**src/rtl/nes_dump_pkg.sv**
```systemverilog
// Shared types and constants for the cartridge-dump path.
package nes_dump_pkg;

    localparam int unsigned CHR_ADDR_W = 14;
    localparam int unsigned CHR_SIZE   = 8192;

    typedef enum logic [2:0] {
        IDLE,
        READ,
        SEND,
        WAIT_ACK,
        WAIT_DONE,
        CKSUM,
        FINISH
    } dump_state_t;

endpackage

```
**src/rtl/edge_detect_rise.sv**
```systemverilog
// Registered rising-edge detector for a level input such as a slide switch.
module edge_detect_rise (
    input  logic CLOCK_50,
    input  logic RESET_N,
    input  logic sig,
    output logic rise
);

    logic sig_q;

    always_ff @(posedge CLOCK_50) begin
        if (!RESET_N) begin
            sig_q <= 1'b0;
            rise  <= 1'b0;
        end else begin
            sig_q <= sig;
            rise  <= sig & ~sig_q;
        end
    end

endmodule

```
**src/rtl/chr_dump_sequencer.sv**
```systemverilog
// Walks the CHR address range and hands each byte to the UART over valid/done.
// Define CHR_DUMP_CHECKSUM_EN to append an 8-bit running-sum byte after the data.
module chr_dump_sequencer
    import nes_dump_pkg::*;
#(
    parameter int unsigned       ADDR_W        = CHR_ADDR_W,
    parameter logic [ADDR_W-1:0] START_ADDR    = '0,
    parameter logic [ADDR_W-1:0] END_ADDR      = ADDR_W'(CHR_SIZE - 1),
    parameter int unsigned       SETTLE_CYCLES = 4
) (
    input  logic              CLOCK_50,
    input  logic              RESET_N,
    input  logic              start,
    input  logic [7:0]        ppu_d,
    output logic [ADDR_W-1:0] ppu_a,
    output logic              ppu_rd_n,
    input  logic              uart_done,
    output logic              uart_valid,
    output logic [7:0]        uart_data,
    output logic              busy,
    output logic              finished
);

    localparam logic [7:0] SETTLE_LAST = 8'(SETTLE_CYCLES - 1);

    dump_state_t       state_q, state_d;
    logic [ADDR_W-1:0] addr_q, addr_d;
    logic              rd_n_q, rd_n_d;
    logic              valid_q, valid_d;
    logic [7:0]        data_q, data_d;
    logic [7:0]        cnt_q, cnt_d;
    logic              start_rise;
`ifdef CHR_DUMP_CHECKSUM_EN
    logic [7:0]        sum_q, sum_d;
    logic              ck_sent_q, ck_sent_d;
`endif

    edge_detect_rise u_start_edge (
        .CLOCK_50 (CLOCK_50),
        .RESET_N  (RESET_N),
        .sig      (start),
        .rise     (start_rise)
    );

    always_comb begin
        state_d = state_q;
        addr_d  = addr_q;
        rd_n_d  = rd_n_q;
        valid_d = 1'b0;
        data_d  = data_q;
        cnt_d   = cnt_q;
`ifdef CHR_DUMP_CHECKSUM_EN
        sum_d     = sum_q;
        ck_sent_d = ck_sent_q;
`endif
        unique case (state_q)
            IDLE: begin
                if (start_rise) begin
                    state_d = READ;
                    addr_d  = START_ADDR;
                    rd_n_d  = 1'b0;
                    cnt_d   = '0;
`ifdef CHR_DUMP_CHECKSUM_EN
                    sum_d     = '0;
                    ck_sent_d = 1'b0;
`endif
                end
            end
            READ: begin
                if (cnt_q == SETTLE_LAST) begin
                    data_d  = ppu_d;
                    rd_n_d  = 1'b1;
                    cnt_d   = '0;
                    state_d = SEND;
`ifdef CHR_DUMP_CHECKSUM_EN
                    sum_d = sum_q + ppu_d;
`endif
                end else begin
                    cnt_d = cnt_q + 8'd1;
                end
            end
            SEND: begin
                if (uart_done) begin
                    valid_d = 1'b1;
                    state_d = WAIT_ACK;
                end
            end
            WAIT_ACK: begin
                if (!uart_done) state_d = WAIT_DONE;
            end
            WAIT_DONE: begin
                if (uart_done) begin
`ifdef CHR_DUMP_CHECKSUM_EN
                    if (ck_sent_q) begin
                        state_d = FINISH;
                    end else if (addr_q != END_ADDR) begin
                        addr_d  = addr_q + ADDR_W'(1);
                        rd_n_d  = 1'b0;
                        state_d = READ;
                    end else begin
                        state_d = CKSUM;
                    end
`else
                    // Terminate on compare so a full-range END_ADDR never wraps.
                    if (addr_q != END_ADDR) begin
                        addr_d  = addr_q + ADDR_W'(1);
                        rd_n_d  = 1'b0;
                        state_d = READ;
                    end else begin
                        state_d = FINISH;
                    end
`endif
                end
            end
            CKSUM: begin
`ifdef CHR_DUMP_CHECKSUM_EN
                data_d    = sum_q;
                ck_sent_d = 1'b1;
                state_d   = SEND;
`else
                state_d = IDLE;
`endif
            end
            FINISH: begin
                if (!start) state_d = IDLE;
            end
            default: state_d = IDLE;
        endcase
    end

    always_ff @(posedge CLOCK_50) begin
        if (!RESET_N) begin
            state_q <= IDLE;
            addr_q  <= START_ADDR;
            rd_n_q  <= 1'b1;
            valid_q <= 1'b0;
            data_q  <= '0;
            cnt_q   <= '0;
`ifdef CHR_DUMP_CHECKSUM_EN
            sum_q     <= '0;
            ck_sent_q <= 1'b0;
`endif
        end else begin
            state_q <= state_d;
            addr_q  <= addr_d;
            rd_n_q  <= rd_n_d;
            valid_q <= valid_d;
            data_q  <= data_d;
            cnt_q   <= cnt_d;
`ifdef CHR_DUMP_CHECKSUM_EN
            sum_q     <= sum_d;
            ck_sent_q <= ck_sent_d;
`endif
        end
    end

    assign ppu_a      = addr_q;
    assign ppu_rd_n   = rd_n_q;
    assign uart_valid = valid_q;
    assign uart_data  = data_q;
    assign busy       = (state_q != IDLE) && (state_q != FINISH);
    assign finished   = (state_q == FINISH);

endmodule

```
**config.mk**
```make
export PLATFORM = sky130hd
export DESIGN_NAME = chr_dump_sequencer
export DESIGN_NICKNAME = d
export VERILOG_FILES = /design/src/rtl/nes_dump_pkg.sv /design/src/rtl/edge_detect_rise.sv /design/src/rtl/chr_dump_sequencer.sv
export SDC_FILE = /design/constraint.sdc
export NUM_CORES = 1
export LEC_CHECK = 0
export ABC_AREA = 1
export CAP_MARGIN = 20
export CORE_MARGIN = 4
export CORE_UTILIZATION = 38
export CTS_CLUSTER_SIZE = 30
export DETAILED_ROUTE_END_ITERATION = 12
export SLEW_MARGIN = 20
export SYNTH_ARGS = -nofsm -noshare
export SYNTH_HDL_FRONTEND = slang
export SYNTH_SLANG_ARGS = --single-unit
export TNS_END_PERCENT = 5
```
**constraint.sdc**
```tcl
create_clock -name CLOCK_50 -period 1.9 [get_ports CLOCK_50]
set_clock_uncertainty 0.2 [all_clocks]
set_input_delay 0.38 -clock CLOCK_50 [delete_from_list [all_inputs] [get_ports CLOCK_50]]
set_output_delay 0.38 -clock CLOCK_50 [all_outputs]
set_load 0.01 [all_outputs]
```
[Word-level counts from Yosys, hierarchy flattened]
Cells that the tools add are included.
Operators by class
  $add $sub $neg: 2
  eq/ne operators: 15
  multiplexer cells: 21
  bitwise logic cells: 2
  reduce and logical (&&, ||, !) cells: 12
Operator list (number)
  two-way mux 14 bit: 3
  case mux 14 bit (2 select lines): 1
  two-way mux 3 bit: 7
  case mux 3 bit (6 select lines): 1
  two-way mux 8 bit: 2
  case mux 8 bit (2 select lines): 1
  adder 14 x 1 -> 14 bit (second input constant): 1
  inequality test 14 x 13 -> 1 bit (second input constant): 1
  inequality test 2 bit (second input constant): 6
  adder 8 x 1 -> 8 bit (second input constant): 1
  equality test 8 x 2 -> 1 bit (second input constant): 1
  equality test 3 x 2 -> 1 bit (second input constant): 2
  equality test 3 bit (second input constant): 2
  AND reduction 2 bit: 3
  AND reduction 6 bit: 1
  nonzero test 3 bit: 2
  two-way mux 1 bit: 5
  AND reduction 5 bit: 1
  AND reduction 4 bit: 1
  nonzero test 2 bit: 2
  equality test 3 x 1 -> 1 bit (second input constant): 1
  logical NOT 3 bit: 1
  inequality test 3 bit (second input constant): 1
  case mux 1 bit (3 select lines): 1
  other kinds (4): 4
Word-level totals
  flip-flop bits (word level): 37
  output and inout port bits: 26
  logic and storage cells: 60

[Depth between registers and ports, before layout]
Gate-level depths: netlist (run 1).
  depth in word-level cells: 4
  depth in mapped cells: 9

[By module]
A second synthesis (run 1) with hierarchy kept.
Second synthesis, totals
  cell total of the unflattened synthesis: 296
  area, all modules: 2000.7 µm²
By module, submodules not included
  chr_dump_sequencer: times used 1, cells each 291, area each 1946.9 µm², seq. area each 700.7 µm²
  edge_detect_rise: times used 1, cells each 5, area each 53.8 µm², seq. area each 40.0 µm²

[Worst setup path before layout (run 1)]
No wires, ideal clock.
  kind: register -> register
  start: register addr_q[0], in the netlist ppu_a[0]
  end: register addr_q[8], in the netlist ppu_a[8]
  data arrival time: 1.459 ns
  data required time: 1.561 ns
  slack: 0.102 ns
  cell stages (with the launch flop): 10
  clock period less this slack: 1.798 ns
  cell sequence: dfxtp_1 -> ha_1 -> nand3_1 -> inv_1 -> nand4_2 -> nand3_4 -> inv_2 -> buf_6 -> nand2_1 -> a21oi_2
On the way
  word-level cells in the longest chain between the ends: 4
  elaborated cells between the ends (all ways): 7
  those cells by class: 1 x add/sub; 2 x eq/ne; 3 x mux; 1 x reduce/logical
Ends and longest elaborated chain
  start: declaration: RTL line chr_dump_sequencer.sv:27  | logic [ADDR_W-1:0] addr_q, addr_d;
  start signal: assignment: RTL line chr_dump_sequencer.sv:145  | addr_q <= addr_d;
  adder 14 x 1 -> 14 bit: RTL line chr_dump_sequencer.sv:106  | addr_d = addr_q + ADDR_W'(1);
  two-way mux 14 bit: RTL line chr_dump_sequencer.sv:105  | if (addr_q != END_ADDR) begin
  two-way mux 14 bit: RTL line chr_dump_sequencer.sv:92  | if (uart_done) begin
  case mux 14 bit (2 select lines): RTL line chr_dump_sequencer.sv:56  | unique case (state_q)
Several ways; a longest one is shown, not always the timed one. The select of a mux whose other input is x is not followed.
A chain may end at the register's enable or synchronous reset.

[Final worst setup path (run 1)]
  start: register addr_q[10], in the netlist ppu_a[10]
  end: output port ppu_a[10]
RTL lines
  end: declaration: RTL line chr_dump_sequencer.sv:15  | output logic [ADDR_W-1:0] ppu_a,
No word-level cell between the ends.

==> results of run 1 <==
[cells in the mapped netlist]
| master | instances |
|---|---|
| a211oi_1 | 1 |
| a21oi_1 | 11 |
| a21oi_2 | 9 |
| a31oi_1 | 1 |
| buf_2 | 1 |
| buf_6 | 1 |
| buf_8 | 1 |
| clkbuf_1 | 3 |
| dfxtp_1 | 37 |
| ha_1 | 2 |
| inv_1 | 31 |
| inv_2 | 3 |
| inv_4 | 1 |
| nand2_1 | 78 |
| nand2_2 | 3 |
| nand3_1 | 21 |
| nand3_2 | 1 |
| nand3_4 | 1 |
| nand3b_2 | 1 |
| nand4_1 | 6 |
| nand4_2 | 1 |
| nor2_1 | 55 |
| nor2_2 | 2 |
| nor2_4 | 1 |
| nor3_1 | 6 |
| nor3_2 | 1 |
| nor3b_1 | 1 |
| nor4_1 | 1 |
| o21ai_0 | 13 |
| o21bai_1 | 1 |
| or2_2 | 1 |
| xnor2_1 | 2 |
| xor2_1 | 4 |
[final cells by class]
cell class / count / area (sq um) / area share (%)
timing repair buffer: 53 / 490 / 18.5
tap: 70 / 87.6 / 3.30
sequential: 37 / 752 / 28.3
clock buffer: 7 / 86.3 / 3.25
multi-input combinational: 224 / 1110 / 41.6
inverter: 35 / 134 / 5.04
[cell families after synthesis]
logic type / after synthesis / synth area share, %
simple gates: 180 / 39.6
buf+inv: 41 / 8.77
flops: 37 / 36.8
compound gates: 36 / 11.0
xor+xnor: 6 / 2.61
fa+ha+maj: 2 / 1.24
[worst paths after layout]
| check | slack [ns] | endpoint | cells after the start |
|---|---|---|---|
| setup / recovery | 0.04 | ppu_a[10] | 1 |
| setup reg to reg | 0.16 | ppu_a[13] | 9 |
| hold reg to reg | 0.19 | u_start_edge.rise | 1 |
| hold / removal | 0.19 | u_start_edge.rise | 1 |
[report_power, final]
group          switching, mW  total, mW  leakage [nW]  internal (mW)
registers             0.0498      0.889         0.304          0.839
logic                  0.562      0.923         0.695          0.360
clock network          0.264      0.551        0.0443          0.288
[flip-flops by register name, indices dropped and copies added (netlist names)]
| register | count |
|---|---|
| ppu_a | 14 |
| u_start_edge.rise | 1 |
| state_q | 3 |
| ppu_rd_n | 1 |
| uart_valid | 1 |
| u_start_edge.sig_q | 1 |
| cnt_q | 8 |
| uart_data | 8 |
[metrics by stage]
step	cell area (sq um)	util (%)
floorplan	2010	-
global placement	2550	49.9
detailed placement	2550	49.9
CTS	2640	51.7
global route	2660	52.0
finish	2660	52.0
[metal layers]
metal | GRT usage [%] | wire, microns | share of wire (%) | vias up
li1 | - | - | - | 1064
met1 | 18.7 | 2230 | 46 | 858
met2 | 25.8 | 2320 | 48 | 42
met3 | 4.55 | 252 | 5.2 | 6
met4 | 4.56 | 62 | 1.3 | 0
met5 | 0 | 0 | 0 | -
==> Implementation_results.wiki, run 1 <==
{| class="wikitable"
! Metric !! Value
|-
| Die footprint || about 0.0065 sq mm
|-
| Measured slew at the worst slew-check pin || between 0.3 and 0.4 ns
|-
| Global-route congestion overflow total || 0
|-
| Clock edge transition at the registers on the reported setup and hold paths || about 0.07 ns
|-
| Total Routing Usage GR || between 10% and 20%
|-
| Clock Sink Count || 37
|-
| Synthesized netlist net count || about 320
|-
| Min-delay src || u_start_edge.sig_q
|-
| Yosys warns || 0
|-
| # placed instances || about 420
|-
| Pin count of the biggest net entering global routing || 12
|-
| Post-route fraction of the period consumed by the critical path || 97.8%
|-
| Critical-path top delay cell || clkdlybuf4s50_1
|-
| Maximum fanout along the worst path || 5
|-
| Largest cells by area after synthesis || dfxtp_1, nand2_1, nor2_1
|-
| Max-cap check violation count || 0
|-
| Hold-fix buffers, CTS || 0
|-
| Post-CTS setup buffer count || 0
|-
| Unrepaired setup endpoints after global routing || false
|-
| Leading cell types in the layout, fill and taps excluded || nand2_1, nor2_1, clkdlybuf4s50_1, inv_1, dfxtp_1
|-
| Clock Tree Root || clkbuf_8
|-
| Via count of the first global-routing pass || 1,744
|-
| Count of boundary I/O pins || 38
|-
| Synth cell types || 33
|-
| DP HPWL || ~3700 microns
|-
| VDD IR-drop max || about 0.40 mV
|-
| Number of nets at the end of the flow || 370
|-
| Share of layout cells above drive strength 1 || between 15 and 20%
|-
| Clock tree buffer depth || 2
|-
| Relative slew slack || 76.5%
|-
| Setup-violating endpoint count in the final report || 0
|-
| 1st-pass router iterations || 5
|-
| Post-synth top area share || a little under two fifths
|-
| Static power due to leakage || 1.04 nW
|-
| Core footprint || 0.00511 sq mm
|-
| Final Hold Viols || 0
|-
| Remaining antenna violation count || 0
|-
| Setup tns final || 0 ns
|-
| Non-filler cells in the finished layout || 426
|-
| Routed vias || between 1,500 and 2,000
|-
| Synthesis-stage register bit count || 37
|-
| Wire length of the first global-routing pass || about 8000 microns
|-
| GP Congestion || 0.867
|-
| Worst reg2reg startpoint || ppu_a[1]
|-
| Nature of the critical path startpoint || flip-flop
|-
| Power per unit of standard cell area || 889 mW/mm^2
|-
| Number of DRC markers after the initial detailed-route iteration || 87
|-
| Clock insertion delay at the later pin of the skew report || 0.29 ns
|-
| Synthesized netlist cell count || between 300 and 400
|-
| TritonCTS buffer count || 5
|-
| Final Power || around 2.4 mW
|-
| Worst setup margin || roughly 0.042 ns
|-
| Maximum cell stage delay along the critical path || approximately 0.57 ns
|-
| Fill cell instance count of the final layout || 529
|-
| Final hold slack || about 0.19 ns
|-
| Wire per inst || ~11 microns
|-
| Floorplan row count || 26
|-
| Ordered list of cells on the worst path || clkdlybuf4s50_1
|-
| Combined buffer and inverter count along the critical path || 1
|-
| Mean instance size in the synthesized netlist || ~6.7 sq um
|-
| Number of antenna violations at the first check in global routing || 0
|-
| Area added between synthesis and finish || 32.1%
|-
| Kind of end point of the critical path || output port
|-
| Number of buffer cells added on primary ports || 37
|-
| Maximum level of the CTS H-tree || 2
|-
| Number of vias per cell || ~4.6
|-
| Ant. Diodes || 0
|-
| Class of the worst hold path || flip-flop to flip-flop
|-
| Crit path arrival time || about 1.3 ns
|-
| Number of gates resized after CTS || 7
|-
| Post-synthesis sequential area ratio || 36.8%
|-
| Path type of the worst setup path || flip-flop to output port
|-
| Most common cell after layout, fill and taps aside || nand2_1
|-
| Die Wd || 80.7 microns
|-
| Yosys top cell by area || dfxtp_1
|-
| TritonCTS clock tree || built
|-
| Time the worst path needs with I/O delays and setup || ~1.9 ns
|-
| Initial cell density of the core || between 30% and 40%
|-
| CP Launch Point || ppu_a[10]
|-
| Largest delay contributor family on the critical path || buffers and inverters
|-
| Chip Height || 80.7 microns
|-
| Netlist area before placement || 0.00201 sq mm
|-
| DRC || 0
|-
| Final-report max-slew violation count || 0
|-
| Max Fclk || ~540 MHz
|-
| Status || completed
|-
| Routed WL || roughly 5000 microns
|-
| CP Data Required Time || around 1.3 ns
|-
| Worst slack, placed || -0.0200 ns
|}
Note: power is estimated with default switching activity, not from simulation.
==> run 2, diff against run 1 <==
Settings changed: CORE_UTILIZATION 38 to 45, CTS_CLUSTER_DIAMETER set to 150, PLACE_DENSITY set to 0.71.
==> run 2 against run 1 <==
  * Die area decreased by 14%
  * Final cell count fell by 4.2%
  * Worst setup slack got worse by 0.013 ns
  * Critical endpoint is now ppu_a[11]
  * Flip-flop and latch count is the same
  * First-iteration DRC count rose by 45%
  * Wire length shrank 4.0%
  * Register-to-register slack worse by 0.02 ns
  * Critical path type unchanged
  * Utilization is 8.3 points higher
  * Sequential power fell by 0.8%
==> Implementation_results.wiki, run 2 (same netlist as run 1, synthesis figures left out) <==
{| class="wikitable"
! Metric !! Value
|-
| Status || completed
|-
| Floorplan row count || 24
|-
| Chip Height || between 70 and 80 microns
|-
| Final Power || 2.33 mW
|-
| Highest-utilization routing layer at the global route stage || met2
|-
| Die Wd || 74.8 microns
|-
| Clock edge transition at the registers on the reported setup and hold paths || about 0.070 ns
|-
| Post-route fraction of the period consumed by the critical path || ~100%
|-
| DP Area || 0.00253 sq mm
|-
| GP Congestion || 0.825
|-
| CP Launch Point || ppu_a[11]
|-
| Setup-violating endpoint count in the final report || 0
|-
| Number of vias per cell || around 5.0
|-
| Remaining antenna violation count || 0
|-
| RR Endpoint || ppu_a[5]
|-
| Number of DRC markers after the initial detailed-route iteration || 126
|-
| Max-cap check violation count || 0
|-
| Met1 Usage GRT || between 20 and 25%
|-
| Number of buffer cells added on primary ports || 37
|-
| 1st-pass router iterations || 4
|-
| Largest delay contributor family on the critical path || buffers and inverters
|-
| Crit path arrival time || about 1.3 ns
|-
| Global-route congestion overflow total || 0
|-
| Static power due to leakage || 1.03 nW
|-
| Switching power share of the total || a little under two fifths
|-
| Combined buffer and inverter count along the critical path || 1
|-
| Die footprint || roughly 0.0056 sq mm
|-
| Kind of end point of the critical path || output port
|-
| Routed WL || roughly 4700 microns
|-
| Clock insertion delay at the later pin of the skew report || 0.28 ns
|-
| Initial cell density of the core || a little under half
|-
| Clock tree buffer depth || 2
|-
| Nature of the critical path startpoint || flip-flop
|-
| CP Data Required Time || ~1.3 ns
|-
| Count of boundary I/O pins || 38
|-
| Routed vias || 2,027
|-
| Clock Sink Count || 37
|-
| Power per unit of standard cell area || 886 mW/mm^2
|-
| VDD IR-drop max || roughly 0.42 mV
|-
| Total non-filler cell area in the finished layout || about 0.0026 sq mm
|-
| Path type of the worst setup path || flip-flop to output port
|-
| Worst reg2reg startpoint || ppu_a[1]
|-
| Class of the worst hold path || flip-flop to flip-flop
|-
| Ordered list of cells on the worst path || clkdlybuf4s50_1
|-
| Final-report max-slew violation count || 0
|-
| Met3 track demand over resource || under 10%
|-
| Share of layout cells above drive strength 1 || between 15 and 20%
|-
| Total Routing Usage GR || 18.1%
|-
| DP HPWL || 3510 microns
|-
| Final Hold Viols || 0
|-
| Switching power || just under 0.9 mW
|-
| Max Fclk || ~530 MHz
|-
| Maximum cell stage delay along the critical path || approximately 0.58 ns
|-
| Number of antenna violations at the first check in global routing || 0
|-
| Min-delay src || u_start_edge.sig_q
|-
| Time the worst path needs with I/O delays and setup || about 1.9 ns
|-
| Leading cell types in the layout, fill and taps excluded || nand2_1, nor2_1, clkdlybuf4s50_1, dfxtp_1, inv_1
|-
| TritonCTS buffer count || 5
|-
| Measured slew at the worst slew-check pin || roughly 0.31 ns
|-
| Fraction of power consumed by sequential logic || 37.9%
|-
| Number of nets at the end of the flow || ~370
|-
| Pin count of the biggest net entering global routing || 16
|-
| Relative slew slack || about four fifths
|-
| Via count of the first global-routing pass || between 1,500 and 2,000
|-
| Unrepaired setup endpoints after global routing || true
|-
| Core footprint || 0.00435 sq mm
|-
| Most common cell after layout, fill and taps aside || nand2_1
|-
| DRC || 0
|-
| Critical-path top delay cell || clkdlybuf4s50_1
|-
| Largest register FFs || 14
|-
| Area added between synthesis and finish || 30.7%
|-
| Wire per inst || 11.4 microns
|-
| Cell count of the worst reg-to-reg path || 8
|-
| Wire length of the first global-routing pass || roughly 7900 microns
|-
| Reg-to-reg setup timing slack || ~0.14 ns
|-
| Ant. Diodes || 0
|-
| Hold Path Depth || 1
|-
| Met2 Usage GRT || between 30% and 40%
|-
| Maximum fanout along the worst path || 6
|-
| Clock Tree Root || clkbuf_8
|-
| TritonCTS clock tree || built
|-
| Maximum level of the CTS H-tree || 2
|-
| Cell internal power dissipation || around 1.5 mW
|-
| Part of the total power dissipated in the clock network || about 23%
|-
| Hold-critical path endpoint || u_start_edge.rise
|-
| Proportion of power drawn by combinational gates || between 30% and 40%
|}
==> run 2: layout make-up <==
class | count | area, sq um
Tap cell | 52 | 65.1
Sequential cell | 37 | 748
Inverter | 35 | 134
Clock buffer | 8 | 80.1
Fill cell | 406 | 1730
Multi-Input combinational cell | 224 | 1110
Timing Repair Buffer | 52 | 492
==> run 2: timing repair <==
item,4_1_cts,5_1_grt
gates resized for setup,6,10
setup buffers,0,0
hold buffers,0,0
setup endpoints to repair,4,11
==> run 2: metal layers <==
layer / wire [microns] / part of all wire, %
met2: 2200 / 47
met1: 2100 / 45
met5: 0 / 0
met3: 292 / 6.3
met4: 71 / 1.5
==> run 2: power by group through the flow <==
stage / clock [mW] / combinational [mW] / sequential (mW)
6_report: 0.524 / 0.922 / 0.882
5_1_grt: 0.572 / 1.02 / 0.889
4_1_cts: 0.541 / 0.919 / 0.881
3_5_place_dp: 0 / 0.922 / 0.897
3_3_place_gp: 0 / 0.921 / 0.894
2_1_floorplan: 0 / 0.621 / 0.913
==> run 2: stage by stage <==
stage	std cells	hold WS [ns]	setup TNS (ns)	worst slack, ns	utilization [%]
2_1_floorplan	302	0.168	0	0.102	-
3_3_place_gp	400	0.173	-0.00531	-0.00531	58.1
3_5_place_dp	400	0.178	-0.145	-0.0251	58.1
4_1_cts	408	0.189	0	0.000971	60.1
5_1_grt	408	0.202	-0.00965	-0.00965	60.3
6_report	408	0.190	0	0.0287	60.3
==> run 2: worst max-delay path by stage <==
| stage | endpoint | slack, ns | cells past startpoint |
|---|---|---|---|
| after floorplan | ppu_a[8] | 0.10 | 9 |
| after global placement | ppu_a[1] | -0.005 | 10 |
| after detailed placement | ppu_a[1] | -0.03 | 10 |
| after CTS | busy | 0.001 | 6 |
| after global routing | ppu_a[4] | -0.01 | 8 |
| final | ppu_a[11] | 0.03 | 1 |
==> run 2: worst register-to-register path, delay by kind of cell (launching register included) <==
kind / cells / cell delay (ns)
compound gates: 1 / 0.12
buf+inv: 2 / 0.27
simple gates: 4 / 0.53
fa+ha+maj: 1 / 0.20
flops: 1 / 0.38
